### src/rtl/scroll_pkg.sv
// ---------------------------------------------------------------
// scroll_pkg: glyph constants and FSM state type -- rev 1.0
// ---------------------------------------------------------------
`default_nettype none

package scroll_pkg;

  // Active-low seven-segment patterns, bit 0 = segment a ... bit 6 = segment g
  localparam logic [6:0] HEX_OFF = 7'h7F;
  localparam logic [6:0] HEX_C   = 7'h46;
  localparam logic [6:0] HEX_P   = 7'h0C;
  localparam logic [6:0] HEX_E   = 7'h06;
  localparam logic [6:0] HEX_N   = 7'h2B;
  localparam logic [6:0] HEX_3   = 7'h30;
  localparam logic [6:0] HEX_1   = 7'h79;
  localparam logic [6:0] HEX_b   = 7'h03;
  localparam logic [6:0] HEX_y   = 7'h11;
  localparam logic [6:0] HEX_e   = 7'h04;

  typedef enum logic [1:0] {
    IDLE   = 2'd0,
    SCROLL = 2'd1,
    GAP    = 2'd2,
    DONE   = 2'd3
  } scroll_state_t;

endpackage

`default_nettype wire

### src/rtl/seg_shift_reg.sv
// ---------------------------------------------------------------
// seg_shift_reg: NUM_DIGITS x 7 bidirectional digit shifter -- rev 1.0
// ---------------------------------------------------------------
`default_nettype none

module seg_shift_reg
  import scroll_pkg::*;
#(
  parameter int NUM_DIGITS = 6
) (
  input  logic                    clk_i,
  input  logic                    rst_ni,
  input  logic                    load_blank_i,
  input  logic                    shift_en_i,
  input  logic                    dir_i,
  input  logic [6:0]              data_i,
  output logic [7*NUM_DIGITS-1:0] hex_o
);

  localparam int W = 7 * NUM_DIGITS;

  logic [W-1:0] hex_q;
  logic [W-1:0] shift_up;
  logic [W-1:0] shift_dn;

  generate
    if (NUM_DIGITS == 1) begin : g_single
      assign shift_up = data_i;
      assign shift_dn = data_i;
    end else begin : g_multi
      // dir=0 enters at digit 0 (LSBs), dir=1 enters at digit N-1 (MSBs)
      assign shift_up = {hex_q[W-8:0], data_i};
      assign shift_dn = {data_i, hex_q[W-1:7]};
    end
  endgenerate

  always_ff @(posedge clk_i or negedge rst_ni) begin
    if (!rst_ni) begin
      hex_q <= {NUM_DIGITS{HEX_OFF}};
    end else if (load_blank_i) begin
      hex_q <= {NUM_DIGITS{HEX_OFF}};
    end else if (shift_en_i) begin
      hex_q <= dir_i ? shift_dn : shift_up;
    end
  end

  assign hex_o = hex_q;

endmodule

`default_nettype wire

### src/rtl/scroll_engine.sv
// ---------------------------------------------------------------
// scroll_engine: looping seven-segment marquee with progress bar -- rev 1.0
// ---------------------------------------------------------------
`default_nettype none

module scroll_engine
  import scroll_pkg::*;
#(
  parameter int NUM_DIGITS = 6,
  parameter int MSG_LEN    = 16,
  parameter int NUM_LEDS   = 10,
  parameter int LOOPS      = 3,
  localparam int LEN_W     = $clog2(MSG_LEN + 1),
  localparam int ADDR_W    = $clog2(MSG_LEN)
) (
  input  logic                    clk_i,
  input  logic                    rst_ni,
  input  logic                    start_i,
  input  logic                    step_i,
  input  logic                    hold_i,
  input  logic                    dir_i,
  input  logic [LEN_W-1:0]        msg_len_i,
  input  logic                    wr_en_i,
  input  logic [ADDR_W-1:0]       wr_addr_i,
  input  logic [6:0]              wr_data_i,
  output logic [7*NUM_DIGITS-1:0] hex_o,
  output logic [NUM_LEDS-1:0]     ledr_o,
  output logic                    busy_o,
  output logic                    done_o
);

  localparam int GAP_W = $clog2(NUM_DIGITS + 1);

  scroll_state_t        state_q;
  logic [LEN_W-1:0]     len_q;
  logic [ADDR_W-1:0]    idx_q;
  logic [GAP_W-1:0]     gap_q;
  logic [7:0]           pass_q;
  logic [7:0]           pass_d;
  logic [NUM_LEDS-1:0]  ledr_q;
  logic [NUM_LEDS-1:0]  therm_d;
  logic                 busy_q;
  logic                 done_q;
  logic [6:0]           buf_q [MSG_LEN];

  logic                 adv;
  logic                 len_ok;
  logic                 accept;
  logic                 last_char;
  logic                 last_gap;
  logic                 shift_en;
  logic [6:0]           seg_in;

  assign adv       = step_i && !hold_i;
  assign len_ok    = (msg_len_i != '0) && (int'(msg_len_i) <= MSG_LEN);
  assign accept    = start_i && len_ok && ((state_q == IDLE) || (state_q == DONE));
  assign last_char = (int'(idx_q) == int'(len_q) - 1);
  assign last_gap  = (int'(gap_q) == NUM_DIGITS - 1);
  assign pass_d    = pass_q + 8'd1;
  assign shift_en  = adv && ((state_q == SCROLL) || (state_q == GAP));
  assign seg_in    = (state_q == SCROLL) ? buf_q[idx_q] : HEX_OFF;

  // Saturating thermometer of the pass count that is about to complete
  always_comb begin
    therm_d = '0;
    for (int i = 0; i < NUM_LEDS; i++) begin
      therm_d[i] = (int'(pass_d) > i);
    end
  end

  always_ff @(posedge clk_i) begin
    if (wr_en_i && !busy_q && (int'(wr_addr_i) < MSG_LEN)) begin
      buf_q[wr_addr_i] <= wr_data_i;
    end
  end

  always_ff @(posedge clk_i or negedge rst_ni) begin
    if (!rst_ni) begin
      state_q <= IDLE;
      len_q   <= '0;
      idx_q   <= '0;
      gap_q   <= '0;
      pass_q  <= '0;
      ledr_q  <= '0;
      busy_q  <= 1'b0;
      done_q  <= 1'b0;
    end else begin
      unique case (state_q)
        IDLE, DONE: begin
          if (accept) begin
            state_q <= SCROLL;
            len_q   <= msg_len_i;
            idx_q   <= '0;
            pass_q  <= '0;
            ledr_q  <= '0;
            busy_q  <= 1'b1;
            done_q  <= 1'b0;
          end
        end
        SCROLL: begin
          if (adv) begin
            if (last_char) begin
              state_q <= GAP;
              gap_q   <= '0;
            end else begin
              idx_q <= idx_q + 1'b1;
            end
          end
        end
        GAP: begin
          if (adv) begin
            if (last_gap) begin
              pass_q <= pass_d;
              ledr_q <= therm_d;
              if (int'(pass_d) == LOOPS) begin
                state_q <= DONE;
                busy_q  <= 1'b0;
                done_q  <= 1'b1;
              end else begin
                state_q <= SCROLL;
                idx_q   <= '0;
              end
            end else begin
              gap_q <= gap_q + 1'b1;
            end
          end
        end
      endcase
    end
  end

  seg_shift_reg #(
    .NUM_DIGITS (NUM_DIGITS)
  ) u_seg_shift_reg (
    .clk_i        (clk_i),
    .rst_ni       (rst_ni),
    .load_blank_i (accept),
    .shift_en_i   (shift_en),
    .dir_i        (dir_i),
    .data_i       (seg_in),
    .hex_o        (hex_o)
  );

  assign ledr_o = ledr_q;
  assign busy_o = busy_q;
  assign done_o = done_q;

endmodule

`default_nettype wire
### config.mk
export PLATFORM = sky130hd
export DESIGN_NAME = scroll_engine
export DESIGN_NICKNAME = d
export VERILOG_FILES = /design/src/rtl/scroll_pkg.sv /design/src/rtl/seg_shift_reg.sv /design/src/rtl/scroll_engine.sv
export SDC_FILE = /design/constraint.sdc
export NUM_CORES = 1
export LEC_CHECK = 0
export CAP_MARGIN = 30
export CORE_ASPECT_RATIO = 0.5
export CORE_MARGIN = 2
export CORE_UTILIZATION = 58
export DETAILED_ROUTE_END_ITERATION = 8
export GPL_ROUTABILITY_DRIVEN = 0
export GPL_TIMING_DRIVEN = 0
export PLACE_DENSITY = 0.89
export RECOVER_POWER = 50
export SETUP_SLACK_MARGIN = 0.05
export SLEW_MARGIN = 25
export SYNTH_ARGS = -nofsm -noshare
export SYNTH_HDL_FRONTEND = slang
export SYNTH_SLANG_ARGS = --single-unit
### constraint.sdc
create_clock -name clk_i -period 2.5 [get_ports clk_i]
set_input_delay 0.375 -clock clk_i [delete_from_list [all_inputs] [get_ports clk_i]]
set_output_delay 0.375 -clock clk_i [all_outputs]
set_load 0.01 [all_outputs]
==> results of run 1 <==
[placed cells by master (no fill, tap or decap), types with 6 or more instances in the layout]
cell type	instances
o22ai_1	6
clkdlybuf4s50_1	46
xnor2_1	9
edfxtp_1	112
nand3b_1	6
dfrtp_1	32
inv_1	13
ha_1	12
buf_2	6
dfstp_2	42
dlygate4sd3_1	29
buf_4	9
o21ai_0	20
nor2_1	77
nand2b_1	7
nand3_1	14
clkbuf_16	17
a22o_1	10
a21oi_1	40
nand2_1	34
clkbuf_1	11
a21o_1	7
clkbuf_2	6
nand4_1	6
mux4_2	32
mux2i_1	34
[stage by stage]
stage	instances	util, %	hold slack, ns	setup slack (ns)	power [mW]
2_1_floorplan	617	-	0.07941	0.4024	4.896
3_3_place_gp	891	65.99	0.4660	-1.537	5.638
3_5_place_dp	892	66.30	0.4692	-0.3143	5.712
4_1_cts	924	70.52	0.09616	0.06087	8.403
5_1_grt	927	70.85	0.4900	0.02442	8.622
6_report	927	70.85	0.4816	0.1057	8.375
[layout make-up]
class	instances	area (sq um)
Tap cell	198	247.7
Inverter	13	48.80
Clock inverter	15	168.9
Clock buffer	17	425.4
Buffer	32	180.2
Multi-Input combinational cell	384	3000
Sequential cell	188	5320
Timing Repair Buffer	80	804.5
Fill cell	896	4194
[where the power goes]
| part | leakage (nW) | switching (mW) | internal, mW | total, mW |
|---|---|---|---|---|
| registers | 1.88 | 0.249 | 3.65 | 3.90 |
| clock network | 0.282 | 1.35 | 1.35 | 2.70 |
| logic | 1.60 | 0.868 | 0.907 | 1.77 |
[flip-flops by register name (all words and copies together), names as in the netlist]
register and count:
done_o 1, buf_q 112, u_seg_shift_reg.hex_o 42, state_q 2
len_q 5, gap_q 3, busy_o 1, ledr_o 10
pass_q 8, idx_q 4
[worst paths after layout]
path | from | endpoint | slack [ns] | depth (start not counted)
worst min register to register | ledr_o[3] | ledr_o[3] | 0.48 | 1
worst min-delay path | ledr_o[3] | ledr_o[3] | 0.48 | 1
max in group asynchronous | rst_ni | u_seg_shift_reg.hex_o[25] | 1.33 | 2
min in group asynchronous | rst_ni | u_seg_shift_reg.hex_o[21] | 0.76 | 1
worst max register to register | state_q[0] | u_seg_shift_reg.hex_o[19] | 0.13 | 10
worst max-delay path | msg_len_i[1] | pass_q[4] | 0.11 | 9
[cell families (layout without fill, tap and decap cells)]
family,after synthesis,count (layout),synth area share [%]
AOI/OAI and AO/OA,114,114,8.639
buffers and inverters,45,157,2.595
and+or+nand+nor,174,174,9.745
xor gates and xnor gates,13,13,1.430
DFF,188,188,62.66
adders and majority gates,12,12,1.769
muxes,71,71,13.17
[cell usage after synthesis (all sizes together) (9+ instances only)]
cell type	instances	share of area (%)
a21oi	42	2.5
edfxtp	112	40
clkbuf	16	0.72
dfrtp	34	10
dfstp	42	13
mux2i	34	4.0
xnor2	11	1.2
o21ai	21	1.2
inv	13	0.58
buf	16	1.3
nor3	9	0.66
nand2	35	1.5
a22o	10	1.0
nand3	15	0.88
nor2	80	3.7
mux4	32	8.5
ha	12	1.8
[worst register-to-register path, stage by stage, from the launching register on]
cell and delay (ns):
dfrtp_1 0.43, inv_1 0.07, ha_1 0.31, clkbuf_2 0.21, inv_1 0.19, nand2_2 0.19
nand2_1 0.13, buf_2 0.24, buf_4 0.24, nor2_1 0.07, a21oi_1 0.20
[timing repair]
item / in CTS / in global routing
setup buffers: 0 / 3
resized for setup: 7 / 12
pin swaps: 0 / 2
endpoints found under the setup margin: 24 / 34
[per-layer routing]
metal / share of wire [%] / GRT usage [%] / wire [um] / vias to the layer above
met3: 6.8 / 4.889 / 1414 / 54
met1: 41 / 36.00 / 8502 / 2974
met5: 0 / 0 / 0 / -
li1: - / - / - / 2523
met2: 50 / 46.53 / 10320 / 313
met4: 2.5 / 10.00 / 516 / 0
==> flow_metrics.env, run 1 <==
export IMPL_status="finished, final reports clean"
export IMPL_n_antenna_cell=0
export IMPL_place_port_buffers=76
export IMPL_cp_cell_sequence="clkdlybuf4s50_1, nor4_1, xnor2_1, nand2_1, a22o_1, buf_2, buf_4, o21ai_0, o21ai_0"
export IMPL_relSlewSlack_pct=9.146
export IMPL_design_area_sq_mm=0.01020
export IMPL_syn_cell_area_sq_mm=0.008487
export IMPL_grt_ovfl_total=0
export IMPL_syn2layout_area_growth_pct=20.14
export IMPL_cts_tree="built"
export IMPL_wirelength_mm=20.75
export IMPL_final_layout_size_suffix_gt1_share_pct=21.95
export IMPL_total_leakage_power_nw=3.762
export IMPL_drt_iter0_drc=582
export IMPL_cts_sinks=188
export IMPL_crit_slowest_cell="nor4_1"
export IMPL_ant_nets=0
export IMPL_finalSetupViolCount=0
export IMPL_max_freq_mhz=417.7
export IMPL_final_setup_skew_ns=0.01276
export IMPL_clk_latency_ns=0.44
export IMPL_ir_drop_mv=0.5469
export IMPL_cts_hold_buf=0
export IMPL_synth_nets=652
export IMPL_grt_pass1_vias=5625
export IMPL_synthArstFlopShare_pct=40.43
export IMPL_cts_max_level=4
export IMPL_grt_use_total_pct=27.21
export IMPL_slowest_delay_ns=0.47
export IMPL_ys_ff_latch=188
export IMPL_finalNetCount=751
export IMPL_hold_violations=0
export IMPL_cts_buffers=17
export IMPL_synth_ff_type="edfxtp_1"
export IMPL_grt_pass1_wl_mm=31.41
export IMPL_die_h_um=89.54
export IMPL_crit_arrival_ns=2.71
export IMPL_postSynthCellCount=617
export IMPL_placedInstanceArea_sq_mm=0.009540
export IMPL_synth_edf_count=112
export IMPL_fin_crit_ns=2.394
export IMPL_worstPathRequired_ns=2.82
export IMPL_rsz0062_at_grt="true"
export IMPL_vias=5864
export IMPL_critPathTopFamily="buffers and inverters"
export IMPL_worstSetupPathType="input port to flip-flop"
export IMPL_path_clk_slew_ns=0.08
export IMPL_core_rowCount=31
export IMPL_tns_ns=0
export IMPL_drv_cap=0
export IMPL_path_buf_inv=3
export IMPL_maxSlewViolCount=0
export IMPL_power_density_mw_per_mm2=821.4
export IMPL_remaining_drc_errors=0
export IMPL_dr_pass1_iters=5
export IMPL_critPathLaunchType="input port"
export IMPL_cp_max_fo=10
export IMPL_clk_path_buf_depth=2
export IMPL_yosysUniqueCellTypes=57
export IMPL_antenna_found_initial=0
export IMPL_routedWlPerCell_um=22.39
export IMPL_initial_core_util_pct=58.98
export IMPL_grt_max_degree=55
export IMPL_yosysWarningCount=0
export IMPL_die_area_sq_mm=0.01567
export IMPL_io_pins=77
export IMPL_cts_root_buffer="clkbuf_16"
export IMPL_end_kind="flip-flop"
export IMPL_routed_via_density=6.326
export IMPL_die_width_um=175.1
export IMPL_fin_crit_sh_pct=95.77
export IMPL_cpMostUsedCell="o21ai_0"
export IMPL_core_area_sq_mm=0.01439
export IMPL_hold_path_class="flip-flop to flip-flop"
export IMPL_dp_hpwl_mm=13.13
export IMPL_syn_area_per_cell_sq_um=13.76
export IMPL_worst_pin_slew_ns=1.363
export IMPL_yosysSeqAreaShare_pct=62.66
No activity file was read; power rests on OpenSTA's default activity.
==> run 2: changes to the inputs <==
- CTS_BUF_LIST: not set -> sky130_fd_sc_hd__clkbuf_4 sky130_fd_sc_hd__clkbuf_8 sky130_fd_sc_hd__clkbuf_16
- SLEW_MARGIN: 25 -> not set
==> flow_metrics.env, run 2 (same netlist as run 1, synthesis figures left out) <==
export IMPL_core_area_sq_mm=0.01439
export IMPL_hold_violations=0
export IMPL_cp_max_fo=10
export IMPL_drt_iter0_drc=612
export IMPL_syn2layout_area_growth_pct=20.23
export IMPL_ir_drop_mv=0.5924
export IMPL_worstPathRequired_ns=2.80
export IMPL_dr_pass1_iters=8
export IMPL_die_area_sq_mm=0.01567
export IMPL_whs_ns=0.4829
export IMPL_design_area_sq_mm=0.01020
export IMPL_end_kind="flip-flop"
export IMPL_crit_slowest_cell="dfrtp_2"
export IMPL_place_port_buffers=76
export IMPL_die_h_um=89.54
export IMPL_final_common_cell="edfxtp_1"
export IMPL_dp_hpwl_mm=13.18
export IMPL_cts_tree="built"
export IMPL_fin_crit_ns=2.339
export IMPL_cts_sinks=188
export IMPL_reg2reg_to="idx_q[1]"
export IMPL_top_register="buf_q"
export IMPL_startpoint="pass_q[0]"
export IMPL_wirelength_mm=20.39
export IMPL_cts_max_level=4
export IMPL_cts_root_buffer="clkbuf_16"
export IMPL_finalNetCount=754
export IMPL_worstSetupPathType="flip-flop to flip-flop"
export IMPL_vias=5881
export IMPL_r2r_start="pass_q[0]"
export IMPL_cp_endpoint="idx_q[1]"
export IMPL_r2r_cells=8
export IMPL_path_clk_slew_ns=0.08
export IMPL_tns_ns=0
export IMPL_cts_buffers=17
export IMPL_clk_path_buf_depth=2
export IMPL_routed_via_density=6.324
export IMPL_core_rowCount=31
export IMPL_status="finished, final reports clean"
export IMPL_drv_cap=0
export IMPL_r2r_setup_slack_ns=0.16
export IMPL_die_width_um=175.1
export IMPL_final_setup_skew_ns=0.01562
export IMPL_grt_use_total_pct=27.16
export IMPL_antenna_found_initial=0
export IMPL_fin_crit_sh_pct=93.56
export IMPL_setup_ws_ns=0.1609
export IMPL_rsz0062_at_grt="true"
export IMPL_power_density_mw_per_mm2=823.6
export IMPL_maxSlewViolCount=0
export IMPL_grt_max_degree=74
export IMPL_finalSetupViolCount=0
export IMPL_placedInstanceArea_sq_mm=0.009550
export IMPL_io_pins=77
export IMPL_num_fill_cells=891
export IMPL_largest_register_ffs=112
export IMPL_max_freq_mhz=427.5
export IMPL_multi_input_comb_area_sq_mm=0.002972
export IMPL_crit_arrival_ns=2.64
export IMPL_clk_latency_ns=0.44
export IMPL_final_core_util_pct=70.91
export IMPL_grt_pass1_vias=5626
export IMPL_slowest_delay_ns=0.48
export IMPL_final_cells=930
export IMPL_initial_core_util_pct=58.98
export IMPL_grt_ovfl_total=0
export IMPL_relSlewSlack_pct=31.95
export IMPL_grt_pass1_wl_mm=31.19
export IMPL_remaining_drc_errors=0
export IMPL_total_power_mw=8.403
export IMPL_final_cell_mix="edfxtp_1, nor2_1, clkdlybuf4s50_1"
export IMPL_total_leakage_power_nw=3.786
export IMPL_ant_nets=0
export IMPL_hold_path_class="flip-flop to flip-flop"
export IMPL_detailedPlace_worstSlack_ns=-0.3171
export IMPL_routedWlPerCell_um=21.92
export IMPL_dp_cells=896
export IMPL_final_layout_size_suffix_gt1_share_pct=21.58
export IMPL_n_antenna_cell=0
export IMPL_worst_pin_slew_ns=1.017
export IMPL_cp_cell_sequence="ha_1, clkbuf_2, a311oi_1, a31oi_1, or3_4, nor3_4, or2_4, o221ai_1"
export IMPL_critPathLaunchType="flip-flop"
export IMPL_regArea_sq_mm=0.005320
## run 2: cell count changes in the layout (fill, tap and decap cells not counted), sizes merged
cell and change:
clkbuf +3, dlygate4sd3 -2, inv -1, clkinvlp -1, clkinv +1, clkdlybuf4s50 +3
## run 2: timing repair
action / in CTS / in global routing
gates resized for setup: 5 / 15
setup buffers: 0 / 1
endpoints found under the setup margin: 24 / 58
pin swaps: 0 / 1
hold buffers: 1 / 0
hold endpoints to repair: 22 / 0
## run 2: power by group
group	switching [mW]	leakage (nW)	internal [mW]
clock network	1.36	0.290	1.36
logic	0.858	1.61	0.911
registers	0.255	1.88	3.65
total	2.48	3.79	5.93
## run 2: how the worst min path moves through the flow
stage	start	endpoint	slack, ns	depth (start not counted)
2_1_floorplan	rst_ni	busy_o	0.08	0
3_3_place_gp	ledr_o[3]	ledr_o[3]	0.47	1
3_5_place_dp	rst_ni	u_seg_shift_reg.hex_o[21]	0.36	1
4_1_cts	rst_ni	u_seg_shift_reg.hex_o[21]	0.45	2
5_1_grt	ledr_o[7]	ledr_o[7]	0.50	1
6_report	ledr_o[7]	ledr_o[7]	0.48	1
## run 2: critical path: cells and delay by family (launching register included)
family                     cells  cell delay, ns
and+or+nand+nor                3            0.85
AOI/OAI and AO/OA              3            0.49
DFF                            1            0.48
adders and majority gates      1            0.21
buffers and inverters          1            0.16
## run 2: layout make-up
class                      instances  area share, %
multi-input combinational        384          29.12
clock buffer                      18          4.243
inverter                          13         0.4782
tap                              198          2.428
buffer                            32          1.803
timing repair buffer              83          8.130
clock inverter                    14          1.655
sequential                       188          52.14
## run 2: per-layer routing
metal  vias to the layer above  GRT usage (%)  wire [um]
met5                         -              0          0
met1                      2970          36.42       8402
met4                         0          10.98        510
li1                       2540              -          -
met3                        55          6.122       1638
met2                       316          44.30       9833
==> run 3: changes to the inputs <==
- CORE_MARGIN: 2 -> 8
- SKIP_LAST_GASP: not set -> 1
- SYNTH_HIERARCHICAL: not set -> 1
==> flow_metrics.env, run 3 <==
export IMPL_yosys_area_top_type_share_pct=38.16
export IMPL_hold_end="u_seg_shift_reg/hex_o[38]"
export IMPL_cts_tree="built"
export IMPL_drv_cap=1
export IMPL_routed_via_density=6.194
export IMPL_cts_sinks=188
export IMPL_die_width_um=190.3
export IMPL_r2r_cells=7
export IMPL_hold_start="dir_i"
export IMPL_maxSlewViolCount=31
export IMPL_drt_iter0_drc=820
export IMPL_core_rowCount=31
export IMPL_grt_use_total_pct=22.02
export IMPL_die_h_um=103.2
export IMPL_yosys_area_share_adder_pct=1.704
export IMPL_tns_ns=0
export IMPL_n_antenna_cell=0
export IMPL_ys_ff_latch=188
export IMPL_synthArstFlopShare_pct=40.43
export IMPL_finalSetupViolCount=0
export IMPL_synthTopCellsByCount="edfxtp_1, mux2i_1, nor3_1"
export IMPL_yosysTopAreaCell="edfxtp_1"
export IMPL_syn2layout_area_growth_pct=19.26
export IMPL_post_cts_repair_setup_buffers=0
export IMPL_hold_depth=3
export IMPL_initial_core_util_pct=60.11
export IMPL_clk_path_buf_depth=2
export IMPL_path_clk_slew_ns=0.07
export IMPL_dr_pass1_iters=7
export IMPL_final_layout_size_suffix_gt1_share_pct=25.73
export IMPL_syn_area_per_cell_sq_um=13.62
export IMPL_ys_top_cells_by_area="edfxtp_1, dfstp_2, dfrtp_1"
export IMPL_dp_hpwl_mm=14.15
export IMPL_cts_buffers=17
export IMPL_r2r_start="idx_q[0]"
export IMPL_routedWlPerCell_um=22.62
export IMPL_grt_ovfl_total=0
export IMPL_clk_latency_ns=0.43
export IMPL_violations="max-capacitance violations, max-slew violations"
export IMPL_grt_max_degree=47
export IMPL_worstSetupPathType="flip-flop to flip-flop"
export IMPL_final_common_cell="edfxtp_1"
export IMPL_fin_crit_sh_pct=95.47
export IMPL_relSlewSlack_pct=-24.20
export IMPL_reg2reg_to="u_seg_shift_reg/hex_o[39]"
export IMPL_synth_top_family_by_area="multiplexers"
export IMPL_final_setup_skew_ns=0.01380
export IMPL_syn_cell_area_sq_mm=0.008813
export IMPL_total_leakage_power_nw=3.924
export IMPL_remaining_drc_errors=0
export IMPL_rsz0062_at_grt="true"
export IMPL_grt_pass1_wl_mm=32.94
export IMPL_synthMuxAreaShare_pct=13.09
export IMPL_yosysSeqAreaShare_pct=60.34
export IMPL_synth_compound_area_share_pct=10.53
export IMPL_cts_root_buffer="clkbuf_16"
export IMPL_ant_nets=0
export IMPL_cts_max_level=4
export IMPL_hold_violations=0
export IMPL_synthXorXnorAreaFrac_pct=1.434
export IMPL_num_fill_cells=937
export IMPL_vias=5921
export IMPL_yosysUniqueCellTypes=57
export IMPL_antenna_found_initial=0
export IMPL_grt_pass1_vias=5985
export IMPL_finalNetCount=780
export IMPL_io_pins=77
export IMPL_synth_edf_count=112
export IMPL_hold_path_class="input port to flip-flop"
export IMPL_synth_nets=682
export IMPL_end_kind="flip-flop"
export IMPL_worst_pin_slew_ns=1.863
export IMPL_synthSimpleGateAreaFrac_pct=9.072
export IMPL_power_density_mw_per_mm2=1028
export IMPL_crit_arrival_ns=2.74
export IMPL_place_port_buffers=75
export IMPL_wirelength_mm=21.63
export IMPL_final_cells=956
export IMPL_yosysMostFrequentCell="edfxtp_1"
export IMPL_die_area_sq_mm=0.01964
export IMPL_critPathLaunchType="flip-flop"
export IMPL_core_area_sq_mm=0.01466
export IMPL_dp_cells=923
export IMPL_synth_ff_type="edfxtp_1"
export IMPL_whs_ns=0.3258
export IMPL_worstPathRequired_ns=2.85
export IMPL_ir_drop_mv=0.6933
export IMPL_postSynthCellCount=647
export IMPL_fin_crit_ns=2.387
export IMPL_final_cell_mix="edfxtp_1, mux2i_1, clkdlybuf4s50_1"
export IMPL_max_freq_mhz=419.0
export IMPL_yosysWarningCount=6
export IMPL_largest_register_ffs=112
export IMPL_cp_max_fo=10
export IMPL_status="complete, but fails checks"
export IMPL_top_register="buf_q"
export IMPL_r2r_setup_slack_ns=0.11
-- run 3: cell types whose count changed after synthesis, moves of 13 or more --
cell,previous run,this run
a21oi_1,41,7
a21oi_2,1,40
a221oi_1,1,14
mux2i_1,34,74
mux4_2,32,14
nor2_1,78,38
nor3_1,8,50
-- run 3: final cells by class --
cell class	instances	area (sq um)	share of cell area, %
multi-input cells	402	3213	30.57
inverters	15	56.30	0.5357
flip-flops and latches	188	5318	50.59
repair buffers	80	797.0	7.582
clock buffers	17	425.4	4.047
clock inverters	15	167.7	1.595
well taps	198	247.7	2.357
plain buffers	41	286.5	2.726
-- run 3: cells by family after synthesis --
| family | count (synthesis) |
|---|---|
| xor+xnor | 12 |
| flops | 188 |
| mux | 96 |
| simple gates | 161 |
| compound gates | 121 |
| fa+ha+maj | 12 |
| buf+inv | 57 |
-- run 3: metrics by stage --
stage                     power [mW]  setup WS (ns)  utilization [%]  area (sq um)
final                          10.81         0.1131            71.69         10510
after global placement         7.827         -1.543            66.92          9812
after detailed placement       7.968        -0.3395            67.16          9847
after CTS                      10.76        0.04759            71.33         10460
after floorplan                6.591         0.4461                -          8813
after global routing           11.24        0.04691            71.69         10510
-- run 3: layer usage --
layer  share of wire, %  track usage (%)  wire length [um]
met1                 40            27.49              8622
met2                 50            38.05             10780
met3                8.0            4.929              1736
met4                2.3            7.227               487
met5                  0                0                 0
-- run 3: worst max path at each step --
stage	start	endpoint	slack [ns]	cells after the start
detailed placement	msg_len_i[1]	u_seg_shift_reg/hex_o[0]	-0.34	9
global placement	rst_ni	ledr_o[3]	-1.54	1
global route	idx_q[0]	u_seg_shift_reg/hex_o[4]	0.05	7
CTS	idx_q[0]	u_seg_shift_reg/hex_o[39]	0.05	7
finish	idx_q[0]	u_seg_shift_reg/hex_o[39]	0.11	7
floorplan	len_q[0]	gap_q[0]	0.45	8
-- run 3: worst max-delay path, cell delays in order (launching register included) --
cell and delay (ns):
dfrtp_1 0.40, buf_4 0.23, buf_4 0.27, mux4_2 0.58
a22oi_1 0.21, nand3_1 0.24, mux2i_1 0.29, a21oi_2 0.08
-- run 3: power by group --
part           switching, mW  total, mW  internal (mW)
registers              0.450       4.33           3.88
logic                   2.03       3.72           1.69
clock network           1.32       2.76           1.44
-- run 3: what timing repair did --
action                                 CTS  global route
pin swaps                                0             0
resized for setup                        2            13
endpoints found under the hold margin    8             0
hold buffers                             1             0
setup endpoints to repair                3            43
